--- config.mk ---
export PLATFORM = sky130hd
export DESIGN_NAME = bit_serializer
export DESIGN_NICKNAME = d
export VERILOG_FILES = /design/src/rtl/ser_pkg.sv /design/src/rtl/ser_bit_counter.sv /design/src/rtl/bit_serializer.sv
export SDC_FILE = /design/constraint.sdc
export NUM_CORES = 1
export LEC_CHECK = 0
export CAP_MARGIN = 20
export CORE_MARGIN = 2
export CORE_UTILIZATION = 40
export DETAILED_ROUTE_END_ITERATION = 6
export PLACE_DENSITY = 0.62
export SYNTH_ARGS = -nofsm -noshare
export SYNTH_HDL_FRONTEND = slang
export SYNTH_SLANG_ARGS = --single-unit
--- constraint.sdc ---
create_clock -name clk -period 1.95 [get_ports clk]
set_input_delay 0.2925 -clock clk [delete_from_list [all_inputs] [get_ports clk]]
set_output_delay 0.2925 -clock clk [all_outputs]
set_load 0.02 [all_outputs]
--- src/rtl/ser_pkg.sv ---
// Shared types for the bit serializer.
// Holds the FSM state encoding and the default word width.
package ser_pkg;

  typedef enum logic [1:0] {
    SER_IDLE,
    SER_SHIFT,
    SER_PARITY
  } ser_state_t;

  localparam int SER_DEF_W = 8;

endpackage

--- src/rtl/ser_bit_counter.sv ---
// Loadable down-counter for the serializer bit index.
// Saturates at zero; the zero flag marks the final data bit.
module ser_bit_counter #(
  parameter int CNT_W = 3
) (
  input  logic             clk,
  input  logic             rst,
  input  logic             load,
  input  logic [CNT_W-1:0] load_val,
  input  logic             dec,
  output logic [CNT_W-1:0] cnt,
  output logic             zero
);

  assign zero = (cnt == '0);

  // Load wins over decrement; decrement stops at zero.
  always_ff @(posedge clk) begin
    if (rst) begin
      cnt <= '0;
    end else if (load) begin
      cnt <= load_val;
    end else if (dec && !zero) begin
      cnt <= cnt - CNT_W'(1);
    end
  end

endmodule

--- src/rtl/bit_serializer.sv ---
// Parallel-to-serial front end with zero-bubble reload.
// Define SER_PARITY_EN to append an even-parity bit to every frame.
module bit_serializer
  import ser_pkg::*;
#(
  parameter int W         = SER_DEF_W,
  parameter int MSB_FIRST = 1
) (
  input  logic         clk,
  input  logic         rst,
  input  logic [W-1:0] s_data,
  input  logic         s_valid,
  output logic         s_ready,
  input  logic         bit_en,
  output logic         ser_out,
  output logic         ser_valid,
  output logic         ser_last
);

  localparam int CNT_W = $clog2(W);

  ser_state_t       state;
  logic [W-1:0]     shreg;
  logic [CNT_W-1:0] cnt;
  logic             cnt_zero;
  logic             cnt_dec;
  logic             frame_done;
  logic             accept;

`ifdef SER_PARITY_EN
  logic par_bit;
  assign frame_done = bit_en && (state == SER_PARITY);
`else
  assign frame_done = bit_en && (state == SER_SHIFT) && cnt_zero;
`endif

  // Ready in IDLE or as the last frame bit leaves, so reload is gap-free.
  assign s_ready = !rst && ((state == SER_IDLE) || frame_done);
  assign accept  = s_valid && s_ready;
  assign cnt_dec = (state == SER_SHIFT) && bit_en;

  ser_bit_counter #(
    .CNT_W (CNT_W)
  ) u_cnt (
    .clk      (clk),
    .rst      (rst),
    .load     (accept),
    .load_val (CNT_W'(W - 1)),
    .dec      (cnt_dec),
    .cnt      (cnt),
    .zero     (cnt_zero)
  );

  // FSM, shift register and registered serial outputs.
  always_ff @(posedge clk) begin
    if (rst) begin
      state     <= SER_IDLE;
      shreg     <= '0;
      ser_out   <= 1'b0;
      ser_valid <= 1'b0;
      ser_last  <= 1'b0;
`ifdef SER_PARITY_EN
      par_bit   <= 1'b0;
`endif
    end else if (accept) begin
      state     <= SER_SHIFT;
      shreg     <= s_data;
      ser_out   <= (MSB_FIRST != 0) ? s_data[W-1] : s_data[0];
      ser_valid <= 1'b1;
      ser_last  <= 1'b0;
`ifdef SER_PARITY_EN
      par_bit   <= ^s_data;
`endif
    end else begin
      case (state)
        SER_IDLE: begin
        end
        SER_SHIFT: begin
          if (bit_en) begin
            if (cnt_zero) begin
`ifdef SER_PARITY_EN
              state     <= SER_PARITY;
              ser_out   <= par_bit;
              ser_last  <= 1'b1;
`else
              state     <= SER_IDLE;
              ser_out   <= 1'b0;
              ser_valid <= 1'b0;
              ser_last  <= 1'b0;
`endif
            end else begin
              if (MSB_FIRST != 0) begin
                shreg   <= shreg << 1;
                ser_out <= shreg[W-2];
              end else begin
                shreg   <= shreg >> 1;
                ser_out <= shreg[1];
              end
`ifndef SER_PARITY_EN
              ser_last <= (cnt == CNT_W'(1));
`endif
            end
          end
        end
`ifdef SER_PARITY_EN
        SER_PARITY: begin
          if (bit_en) begin
            state     <= SER_IDLE;
            ser_out   <= 1'b0;
            ser_valid <= 1'b0;
            ser_last  <= 1'b0;
          end
        end
`endif
        default: begin
          state <= SER_IDLE;
        end
      endcase
    end
  end

endmodule

* Word-level counts from Yosys, hierarchy flattened
Index checks and enable logic that the tools add are counted.
** Cells by class
- Add/sub/neg operators :: 1
- Multiply operators :: 0
- Divide/modulo/power cells :: 0
- $lt $le $gt $ge :: 0
- Equality and inequality tests :: 8
- Shift operators :: 0
- Multiplexer cells :: 19
- Bitwise operators :: 1
- Reduce and logical (&&, ||, !) cells :: 21
** Operator list (number)
- $mux W7 :: 4
- $reduce_and A3 Y1 :: 4
- $mux W1 :: 10
- $reduce_bool A2 Y1 :: 4
- $mux W3 :: 2
- $ne A2 B2 Y1 const B :: 3
- $ne A3 B3 Y1 const B :: 2
- $logic_and A1 B1 Y1 :: 5
- $mux W2 :: 2
- $pmux W2 S2 :: 1
- $reduce_and A2 Y1 :: 2
- $eq A3 B1 Y1 const B :: 1
- $logic_not A3 Y1 :: 1
- $sub A3 B1 Y3 const B :: 1
- $eq A2 B1 Y1 const B :: 1
- $logic_not A1 Y1 :: 2
- $logic_not A2 Y1 :: 1
- $ne A2 B1 Y1 const B :: 1
- $reduce_or A2 Y1 :: 1
- $logic_or A1 B1 Y1 :: 1
- $not A1 Y1 :: 1
** Word-level totals
- Register bits after elaboration :: 15
- Bits in latches :: 0
- RAM bits :: 0
- ROM bits :: 0
- Input bits :: 12
- Word-level logic and storage cells :: 57
- Memories kept :: 0

* Longest topological paths before layout
- Word-level depth :: 8
- Gate-level depth with buffers :: 7
- Gate-level depth less buffers :: 6

* Hierarchy
A second synthesis with hierarchy kept.
** Unflattened totals
- Cell total of the unflattened synthesis :: 79
- Area total of the unflattened synthesis :: 759.5 µm²
** Modules (own cells, without submodules)
- bit_serializer :: times used 1, cells each 58, area each 576.8 µm², seq. area each 220.2 µm²
- ser_bit_counter :: times used 1, cells each 21, area each 182.7 µm², seq. area each 60.1 µm²

* Worst setup path before layout
No wires, ideal clock.
- Path type :: register to register
- Start point :: reg u_cnt.cnt[0]
- End point :: reg ser_out
- Setup time :: 86 ps
- Arrival time :: 1357 ps
- Required time :: 1864 ps
- Setup slack :: 507 ps
- Cell stages (with the launch flop) :: 7
- Path buffers :: 1
- Clock period less this slack :: 1443 ps
- Cell sequence :: dfxtp_1 -> inv_1 -> ha_1 -> nand3b_1 -> a211o_1 -> buf_6 -> a221oi_2
** Between the ends
- Word-level cells in the longest chain between the ends :: 7
- Elaborated cells between the ends (all ways) :: 12
- Classes of those cells :: mux (4); reduce/logical (8)
** Ends and longest elaborated chain
- from (decl) :: line ser_bit_counter.sv:11 : output logic [CNT_W-1:0] cnt,
- from (signal assigned) :: line ser_bit_counter.sv:22 : cnt <= load_val;
- from (signal assigned) :: line ser_bit_counter.sv:24 : cnt <= cnt - CNT_W'(1);
- $logic_not A3 Y1 * :: line ser_bit_counter.sv:15 : assign zero = (cnt == '0);
- $logic_and A1 B1 Y1 :: line bit_serializer.sv:34 : assign frame_done = bit_en && (state == SER_SHIFT) && cnt_zero;
- $logic_or A1 B1 Y1 :: line bit_serializer.sv:38 : assign s_ready = !rst && ((state == SER_IDLE) || frame_done);
- $logic_and A1 B1 Y1 :: line bit_serializer.sv:38
- $logic_and A1 B1 Y1 :: line bit_serializer.sv:39 : assign accept = s_valid && s_ready;
- $reduce_bool A2 Y1 (no source line)
- $reduce_and A2 Y1 (no source line)
- to (signal assigned) :: line bit_serializer.sv:68 : ser_out <= (MSB_FIRST != 0) ? s_data[W-1] : s_data[0];
- to (signal assigned) :: line bit_serializer.sv:94 : ser_out <= shreg[W-2];
- to (signal assigned) :: line bit_serializer.sv:97 : ser_out <= shreg[1];
- to (decl) :: line bit_serializer.sv:15 : output logic ser_out,
Every way passes the cells marked *; elsewhere a longest branch is shown, timed or not. The select of a mux whose other input is x is not followed.
A chain may end at the register's enable or synchronous reset.

* Worst setup path after layout
- Start point :: reg u_cnt.cnt[0]
- End point :: out s_ready
** Between the ends
- Word-level cells in the longest chain between the ends :: 4
** Ends and longest elaborated chain
- $logic_not A3 Y1 :: line ser_bit_counter.sv:15
- $logic_and A1 B1 Y1 :: line bit_serializer.sv:34
- $logic_or A1 B1 Y1 :: line bit_serializer.sv:38
- $logic_and A1 B1 Y1 :: line bit_serializer.sv:38
- to (decl) :: line bit_serializer.sv:13 : output logic s_ready,
Every way passes these cells.

==> out/summary.txt <==
================================================================================
Type of the worst setup path                                          reg -> out
Height of the die                                                        45.6 um
Beginning of the worst register-to-register path                    u_cnt.cnt[0]
Clock root buffer master                                            sky130_fd_sc_hd__clkbuf_4
Clock tree from TritonCTS                                                   done
Post-synthesis register bit count                                             14
Post-Synthesis Cell Area                                                 692 um2
Total congestion overflow                                                      0
Number of enable flip-flop cells after synthesis                               0
Clock network fraction of design power                                     0.243
CP max FO                                                                      3
Buffers & Inverters on Critical Path                                           2
Min Clock Period, post-route                                             1.83 ns
Post-CTS Setup Bufs                                                            0
Global-route wire length before repair                                   2330 um
Internal power contribution                                             0.471 mW
Number of clock sinks                                                         14
Cts bufs inserted                                                              3
Worst slack at placement                                              -0.0683 ns
Pre-Repair DR Iteration Count                                                  3
Critical Path Source Type                                               register
Buffers added on ports                                                        15
Cells traversed along the worst timing path                         inv_1 > ha_1 > nand3b_1 > and2_1 > nor2_1 > dlygate4sd2_1
Slew at the pin closest to its max-slew limit                           0.403 ns
Number of antenna violations at the first check in global routing              0
Combinational group share of total power                                   0.257
Clock Skews                                                           0.00206 ns
Detail-routed net length per standard cell                               11.5 um
Count of nets after finishing                                                115
Floorplan die area                                                   0.00208 mm2
Most used cells in the layout excluding fill and tap cells          14 x sky130_fd_sc_hd__clkdlybuf4s50_1, 14 x sky130_fd_sc_hd__dfxtp_1, 11 x sky130_fd_sc_hd__inv_1, 8 x sky130_fd_sc_hd__buf_4, 7 x sky130_fd_sc_hd__mux2i_1
Largest delay contributor family on the critical path               buffers and inverters
Slew headroom                                                              0.731
Synthesized Nets                                                              89
Most area-hungry cell type in the Yosys netlist                     sky130_fd_sc_hd__dfxtp_1
Setup crit end kind                                                  output port
Status                                                              finished clean
Crit path arrival time                                                   1.54 ns
Sum of internal, switching and leakage power                            0.655 mW
Peak ir drop on the vdd network                                           353 uV
Global Route Usage Sum                                                     0.156
Ratio of cells with drive above 1 in the final layout                      0.163
Class of the worst hold path                                          reg -> reg
Share of power burned in registers                                         0.500
Total power divided by cell area                                      705 mW/mm2
Max frequency                                                            546 MHz
Async set-reset flop share out of synthesis                                    0
Synth top area share                                                       0.405
Launch point of the worst hold path                                     shreg[0]
Switching power of the nets                                             0.184 mW
Die Wd                                                                   45.6 um
Cells resized by post-CTS repair                                               1
Worst path setup slack after routing                                    0.117 ns
Post-synth top flop                                                 sky130_fd_sc_hd__dfxtp_1
Detailed-route DRC error count                                                 0
Total via count in the routed design                                         593
Number of cell rows                                                           15
Clock latency at the later pin of the worst-skew pair                    0.27 ns
I/O pin cnt                                                                   16
Max Cap Viol                                                                   0
Hold slack                                                              0.501 ns
Routability congestion estimate from global placement                      0.807
Initial Utilization                                                        0.414
Delay of the slowest cell on the worst path                              0.34 ns
Wire length reported by the detailed router                              1330 um
Portion of the post-synthesis area used by sequential elements             0.405
Routed via count divided by cell count                                      5.16
Slowest-stage cell, CP                                              sky130_fd_sc_hd__dfxtp_1
H-tree depth reported by CTS                                                   1
Final-report hold violation count                                              0
Switching part of the total power                                          0.281
Yosys warning count                                                            0
DRT iter0 DRCs                                                                 2
Top cells by area, synth                                            sky130_fd_sc_hd__dfxtp_1 41%, sky130_fd_sc_hd__mux2i_1 10%, sky130_fd_sc_hd__a221oi_2 6.5%
# setup viols final                                                            0
Number of max-slew violations in the final report                              0
Worst EP required                                                        1.66 ns
Post-synthesis cell count                                                     74
RSZ-0062 raised after global routing                                          no
Leak pwr                                                                0.417 nW
Ant. Diodes                                                                    0
Antenna-violating nets left                                                    0
Largest net degree at the start of global routing                             12
Maximum number of buffers from clock root to sink                              2
Area inside the core boundary                                        0.00167 mm2
Clk pin slew, worst setup/hold paths                                     0.08 ns
HPWL after detailed placement                                            1020 um
Layout overhead on the synthesized area                                    34.4%
Mean Syn Cell Area                                                      9.35 um2
Launching instance or port of the critical path                     u_cnt.cnt[0]
Post-CTS Hold Fix Bufs                                                         0
Share of the cycle needed by the critical path after routing               0.940
Vias in the first global route                                               544
Yosys cell types                                                              25
Total of fill cells in the finished design                                   140
================================================================================
[logic make-up after synthesis]
family,count (synthesis),share of synthesized area
AO/OA/AOI/OAI,16,0.190
XOR/XNOR,1,0.0127
adder cells (fa/ha/maj),3,0.0543
buffers and inverters,13,0.0814
flip-flops,14,0.405
multiplexers,7,0.101
AND/OR/NAND/NOR,20,0.156
[final cells by class]
cell class              count  area, um2  share of cell area
flip-flops and latches     14        280               0.301
clock buffers               3       22.5              0.0242
inverters                  11       41.3              0.0444
multi-input cells          47        355               0.382
repair buffers             23        209               0.225
well taps                  17       21.3              0.0229
[final timing paths]
check	to	slack (ns)	cells after the start
worst max-delay path	s_ready	0.12	6
worst min-delay path	shreg[0]	0.50	2
worst max register to register	shreg[3]	0.23	7
worst min register to register	shreg[0]	0.50	2
[metrics by stage]
step,instances,area [um2],setup TNS [ns],utilization
after global routing,115,930,0,0.557
after detailed placement,112,908,-0.0683,0.544
after global placement,112,908,-0.0798,0.544
after CTS,115,930,0,0.557
after floorplan,74,692,0,-
final,115,930,0,0.557
[worst reg2reg max path: stages (launching register included)]
cell and delay [ns]:
sky130_fd_sc_hd__dfxtp_1 0.37, sky130_fd_sc_hd__inv_1 0.08, sky130_fd_sc_hd__ha_1 0.22, sky130_fd_sc_hd__buf_4 0.14, sky130_fd_sc_hd__nand2b_1 0.08, sky130_fd_sc_hd__nand3_1 0.29
sky130_fd_sc_hd__mux2i_1 0.20, sky130_fd_sc_hd__a221oi_1 0.27
[power groups by stage]
stage	registers, mW	logic, mW	clock network (mW)
after global routing	0.331	0.188	0.186
final	0.328	0.168	0.159
after CTS	0.327	0.170	0.168
after global placement	0.334	0.169	0
after detailed placement	0.334	0.171	0
after floorplan	0.336	0.0962	0
[Yosys cell counts (all sizes together), types with 2 or more instances]
cell type	count
o21ai	4
nand2	3
ha	3
inv	11
dfxtp	14
a221oi	7
nor2b	2
nor2	6
nand3	2
a21oi	3
and2	2
mux2i	7
[registers in the layout (all words and copies together) (netlist names)]
signal	count
state	1
ser_last	1
ser_valid	1
ser_out	1
u_cnt.cnt	3
shreg	7
[layer usage]
layer,GRT usage,vias to the layer above,part of all wire
li1,-,309,-
met1,0.212,273,0.49
met2,0.234,11,0.47
met3,0.0397,0,0.044
met4,0.0647,0,0
met5,0,-,0
No activity file was read; power rests on OpenSTA's default activity.
